--- src/rtl/useq_loader.sv ---
// useq program loader: receives a framed byte stream into program RAM,
// verifies the checksum, then releases the core and serves its fetches.
module useq_loader #(
  parameter int ADDR_W        = 8,
  parameter int RELEASE_DELAY = 4
) (
  input  logic              clk_i,
  input  logic              rst_i,
  input  logic              host_start_i,
  input  logic              host_valid_i,
  input  logic [7:0]        host_data_i,
  output logic              host_ready_o,
  input  logic [ADDR_W-1:0] core_addr_i,
  output logic [7:0]        core_data_o,
  output logic              core_rst_n_o,
  output logic              busy_o,
  output logic              done_o,
  output logic              err_cksum_o
);

  localparam int DEPTH = 1 << ADDR_W;

  typedef enum logic [2:0] {
    S_IDLE,
    S_LEN,
    S_DATA,
    S_CKSUM,
    S_HOLD,
    S_RUN
  } state_t;

  state_t            state_q;
  logic [ADDR_W-1:0] ptr_q;
  logic [ADDR_W:0]   cnt_q;
  logic [7:0]        sum_q;
  logic [7:0]        timer_q;
  logic              ready_q;
  logic              busy_q;
  logic              done_q;
  logic              rstn_q;
  logic              err_q;

  logic [7:0]        mem [DEPTH];

  logic              accept;
  logic [7:0]        sum_d;

  // host_start wins over a byte offered in the same cycle
  assign accept = host_valid_i & ready_q & ~host_start_i;
  assign sum_d  = sum_q + host_data_i;

  assign host_ready_o = ready_q;
  assign busy_o       = busy_q;
  assign done_o       = done_q;
  assign core_rst_n_o = rstn_q;
  assign err_cksum_o  = err_q;
  assign core_data_o  = mem[core_addr_i];

  always_ff @(posedge clk_i) begin
    if (state_q == S_DATA && accept) begin
      mem[ptr_q] <= host_data_i;
    end
  end

  always_ff @(posedge clk_i or posedge rst_i) begin
    if (rst_i) begin
      state_q <= S_IDLE;
      ptr_q   <= '0;
      cnt_q   <= '0;
      sum_q   <= '0;
      timer_q <= '0;
      ready_q <= 1'b0;
      busy_q  <= 1'b0;
      done_q  <= 1'b0;
      rstn_q  <= 1'b0;
      err_q   <= 1'b0;
    end else if (host_start_i) begin
      state_q <= S_LEN;
      ptr_q   <= '0;
      cnt_q   <= '0;
      sum_q   <= '0;
      timer_q <= '0;
      ready_q <= 1'b1;
      busy_q  <= 1'b1;
      done_q  <= 1'b0;
      rstn_q  <= 1'b0;
      err_q   <= 1'b0;
    end else begin
      unique case (state_q)
        S_IDLE: ;
        S_LEN: begin
          if (accept) begin
            // a length byte of zero means a full RAM image
            cnt_q   <= (host_data_i == 8'd0) ?
                       (ADDR_W+1)'(DEPTH) :
                       (ADDR_W+1)'(host_data_i);
            ptr_q   <= '0;
            sum_q   <= '0;
            state_q <= S_DATA;
          end
        end
        S_DATA: begin
          if (accept) begin
            ptr_q <= ptr_q + ADDR_W'(1);
            sum_q <= sum_d;
            cnt_q <= cnt_q - (ADDR_W+1)'(1);
            if (cnt_q == (ADDR_W+1)'(1)) begin
              state_q <= S_CKSUM;
            end
          end
        end
        S_CKSUM: begin
          if (accept) begin
            ready_q <= 1'b0;
            if (sum_d == 8'd0) begin
              state_q <= S_HOLD;
              timer_q <= '0;
            end else begin
              state_q <= S_IDLE;
              busy_q  <= 1'b0;
              err_q   <= 1'b1;
            end
          end
        end
        S_HOLD: begin
          timer_q <= timer_q + 8'd1;
          if (timer_q == 8'(RELEASE_DELAY - 1)) begin
            state_q <= S_RUN;
            busy_q  <= 1'b0;
            done_q  <= 1'b1;
            rstn_q  <= 1'b1;
          end
        end
        S_RUN: ;
        default: begin
          state_q <= S_IDLE;
          ready_q <= 1'b0;
          busy_q  <= 1'b0;
          rstn_q  <= 1'b0;
        end
      endcase
    end
  end

endmodule
--- config.mk ---
export PLATFORM = sky130hd
export DESIGN_NAME = useq_loader
export DESIGN_NICKNAME = d
export VERILOG_FILES = /design/src/rtl/useq_loader.sv
export SDC_FILE = /design/constraint.sdc
export NUM_CORES = 2
export LEC_CHECK = 0
export ABC_CLOCK_PERIOD_IN_PS = 5200
export CORE_ASPECT_RATIO = 1.25
export CORE_UTILIZATION = 44
export CTS_BUF_LIST = sky130_fd_sc_hd__clkbuf_2 sky130_fd_sc_hd__clkbuf_4 sky130_fd_sc_hd__clkbuf_8
export DETAILED_ROUTE_END_ITERATION = 10
export PLACE_DENSITY_LB_ADDON = 0.15
export SKIP_CTS_REPAIR_TIMING = 1
export SYNTH_ARGS = -nofsm -noshare
export SYNTH_HDL_FRONTEND = slang
export SYNTH_SLANG_ARGS = --single-unit
--- constraint.sdc ---
create_clock -name clk_i -period 5.2 [get_ports clk_i]
set_input_delay 0.78 -clock clk_i [delete_from_list [all_inputs] [get_ports clk_i]]
set_output_delay 0.78 -clock clk_i [all_outputs]
set_load 0.03 [all_outputs]
### Yosys cells after proc, flatten, opt, wreduce, memory -nomap -nowiden

Memory sizes are Yosys's and may differ from the RTL's.
Index checks and enable logic that the tools add are counted.

* register bits after elaboration: 41
* memory bits (writable): 2048
* input port bits: 20
* output and inout bits: 13
* word-level logic and storage cells: 102
* memories: 1

* $add $sub $neg: 4
* equality and inequality tests: 19
* muxes and demuxes: 43
* bitwise operators: 3
* reduce and logical (&&, ||, !) cells: 22

Memories
* mem: words 256, bits a word 8, read ports 1, clocked after memory_dff 0, write ports 1, line 43 `logic [7:0] mem [DEPTH];`

Operators by type and width (number)
* 2-to-1 mux 8 bit: 8
* case mux 8 bit (2 select lines): 3
* 2-to-1 mux 9 bit: 4
* 2-to-1 mux 3 bit: 7
* inequality test 3 bit (second input constant): 6
* case mux 9 bit (2 select lines): 1
* adder 8 x 1 -> 8 bit (second input constant): 2
* zero test 8 bit: 2
* 2-to-1 mux 1 bit: 16
* case mux 3 bit (5 select lines): 1
* OR reduction 5 bit: 2
* equality test 9 x 1 -> 1 bit (second input constant): 1
* AND reduction 3 bit: 3
* subtractor 9 x 1 -> 9 bit (second input constant): 1
* adder 8 bit: 1
* equality test 8 x 2 -> 1 bit (second input constant): 1
* inequality test 2 x 1 -> 1 bit (second input constant): 4
* nonzero test 2 bit: 4
* equality test 3 x 2 -> 1 bit (second input constant): 2
* equality test 3 bit (second input constant): 2
* AND reduction 2 bit: 3
* AND reduction 6 bit: 1
* nonzero test 3 bit: 2
* case mux 1 bit (2 select lines): 2
* 11 further kinds: 12

### Logic depth before layout (Yosys ltp)

* word-level depth: 6
* depth in mapped cells: 12
* depth with buffers taken out: 8

### Least setup slack after synthesis

Ideal clock, no wire load.

* path type: input to output
* from: in core_addr_i[0]
* to: out core_data_o[4]
* arrival: 3.222 ns
* data required time: 4.420 ns
* path slack: 1.198 ns
* stages on the path: 12
* path buffers: 6
* path through: buf_4 buf_12 buf_8 buf_6 buf_8 buf_4 nor2_1 a32oi_1 nand4_1 nand3_1 a41oi_1 nor4_1

* cells in the longest elaborated chain, start to end: 1

Ends and longest elaborated chain
* start, declared: line 13 `input logic [ADDR_W-1:0] core_addr_i,`
* memory (256 x 8 bit)
* end, declared: line 14 `output logic [7:0] core_data_o,`

No other way between the ends.

### Worst setup path in the final report

* from: in core_addr_i[5]
* to: out core_data_o[7]

The elaborated chain is that of the path after synthesis.

==> results.yml <==
synth:
  synthFlopType: "edfxtp_1"
  synth_top_family_by_area: "multiplexers"
  synth-seq-cells: 2089
  synthArstFlopShare_pct: 1.96
  synthSimpleGateAreaFrac_pct: 2.79
  synthAdderAreaFrac_pct: 0.239
  synthTopCellsByCount: "2,048 x edfxtp_1, 502 x mux4_2, 307 x nor2_1"
  synthTopCellsByArea: "edfxtp_1 75%, mux4_2 14%, nor2_1 1.4%"
  synth_seq_area_share_pct: 76.5
  yosys.cell_types.count: 78
  syn-num-nets: 3916
  ys_warn_count: 0
  yosysMostFrequentCell: "edfxtp_1"
  syn-cell-area_mm2: 0.0817
  syn_inst: 3881
  synth_compound_area_share_pct: 3.71
  synth_area_leader_cell: "edfxtp_1"
  synth_xor_area_share_pct: 0.107
  synth_top_cell_area_share_pct: 75.3
  synth_mux_area_share_pct: 14.9
  synth_edf_count: 2048
  syn_avg_cell_area_um2: 21.0
finish:
  nNetsFinal: 4298
  final_cells: 6904
  finalInstanceArea_mm2: 0.0923
  register_area_mm2: 0.0625
  multi_input_area_mm2: 0.0178
  drive_gt1_share_pct: 28.8
  area_growth_pct: 13.0
  fillers: 14900
routing:
  drt_pass1_iterations: 7
  routed_via_density: 5.87
  via_count: 40500
  wl_per_cell_um: 30.3
  drt_iter0_drc: 3466
  ant_nets: 0
  drc: 0
  drt_wl_total_um: 209000
die:
  die_w_um: 387
  row_count: 176
  core_area_mm2: 0.184
  dieArea_mm2: 0.187
  dieHeight_um: 484
  io_pins: 33
  initial_core_util_pct: 44.4
worst_hold_path:
  whs_path_depth: 1
  min_to: "mem[175][2]"
  hold_start: "host_data_i[2]"
  hold_path.class: "in -> reg"
setup_path:
  reg2regPathDepth: 6
  setup.worst_path.end_class: "output pin"
  r2r_end: "mem[69][5]"
  arrival_ns: 4.34
  crit_type: "in -> out"
  cp-startpoint: "core_addr_i[5]"
  required_ns: 4.42
  r2r_start: "state_q[1]"
  crit_path_start_kind: "input port"
  reg2reg_slack_ns: 0.88
  crit_fanout: 11
power:
  max-vdd-ir-drop_mv: 0.246
  p_leak_nw: 29.0
  powerDensity_mw_per_mm2: 370
place:
  gp_congestion: 0.808
  dp.cells: 6323
  dp.final_hpwl_um: 129000
  placed_cell_area_mm2: 0.0860
  portBuffers: 32
  pre_cts_slack_ns: 0.0585
clock_network:
  clk_path_buf_depth: 4
  cts_inserted_buffers: 341
  cts_max_level: 5
  path_clk_slew_ns: 0.06
  clock-sinks: 2089
  root_buffer: "clkbuf_8"
  cts_tree: "yes"
  clk_latency_ns: 1.05
global_routing:
  gr-usage-all-layers_pct: 22.4
  grt_overflow_total: 0
  grt_max_degree: 178
  grt_pass1_wl_um: 302000
  antenna_found_initial: 5
  grt_pass1_vias: 42100
timing:
  period_needed_ns: 5.12
  post-route-period-util_pct: 98.4
  hold_viol_final: 0
  rsz0062_at_grt: "no"
  finalSetupTns_ns: 0
  fin_worst_skew_ns: 0.0754
  finalWorstSetupSlack_ns: 0.0823
  setup_violations: 0
  slew_headroom_pct: 0.793
  slew_violations: 0
  max_freq_ghz: 0.195
  tightest_slew_ns: 1.49
job:
  drv_cap: 0
outcome:
  status: "finished clean"
[cells in the final DEF, fill, tap and decap left out, drive strengths merged, types with 11 or more instances in the layout]
cell           instances
nand2                 99
clkbuf               451
nor2b                 18
a211oi                23
nand3                 22
buf                  258
o21ai                 50
nor3                  21
a22oi                101
clkinv               113
nor2                 308
edfxtp              2048
mux4                 502
a22o                  54
inv                   12
o211ai                17
dfrtp                 41
ha                    14
clkdlybuf4s50         11
mux2i                 74
a221oi                41
a21oi                 55
o22ai                 25
[cell type report]
| class | count | share of cell area (%) |
|---|---|---|
| Timing Repair Buffer | 269 | 2.82 |
| Multi-Input combinational cell | 1551 | 19.3 |
| Clock inverter | 127 | 0.781 |
| Sequential cell | 2089 | 67.7 |
| Tap cell | 2403 | 3.26 |
| Clock buffer | 451 | 6.04 |
| Antenna cell | 3 | 0.00813 |
| Inverter | 11 | 0.0447 |
[flip-flops by register name (all words and copies together), names as in the netlist]
register      count
ptr_q             8
state_q           3
err_cksum_o       1
busy_o            1
done_o            1
timer_q           8
host_ready_o      1
cnt_q             9
sum_q             8
mem            2048
core_rst_n_o      1
[kinds of logic after synthesis]
logic type / Yosys count
buf+inv: 241
xor+xnor: 10
compound gates: 420
fa+ha+maj: 15
flops: 2089
mux: 584
simple gates: 522
[routing by layer]
layer	up-vias	routed length, um	track usage (%)
met5	-	0	0
met4	0	5760	6.91
met3	325	12200	3.88
met2	1417	105000	37.4
met1	21700	85900	30.0
li1	17100	-	-
[metrics by stage]
| stage | hold slack [ns] | power (mW) | util [%] |
|---|---|---|---|
| CTS | 0.0348 | 34.4 | 50.1 |
| global route | 0.0750 | 35.2 | 50.1 |
| global placement | 0.470 | 20.9 | 46.7 |
| floorplan | 0.454 | 19.9 | - |
| finish | 0.123 | 34.1 | 50.1 |
| detailed placement | 0.479 | 20.9 | 46.7 |
[power by group]
part	internal (mW)	switching [mW]	total, mW
clock	7.27	6.34	13.6
sequential	18.5	0.0436	18.6
combinational	0.729	1.23	1.96
[critical path, stage by stage]
cell and delay, ns:
clkdlybuf4s50_1 0.60, or3_1 0.68, buf_12 0.27, o21ai_0 0.43
a211oi_1 0.23, nor4_1 1.13, buf_12 0.21
[worst max-delay path by stage]
stage	slack, ns	cells after the start	to
floorplan	1.20	12	core_data_o[4]
global placement	0.06	8	core_data_o[1]
detailed placement	0.06	8	core_data_o[1]
CTS	0.06	8	core_data_o[1]
global route	0.05	9	core_data_o[7]
finish	0.08	7	core_data_o[7]
Power figures use the tool's default switching activity.
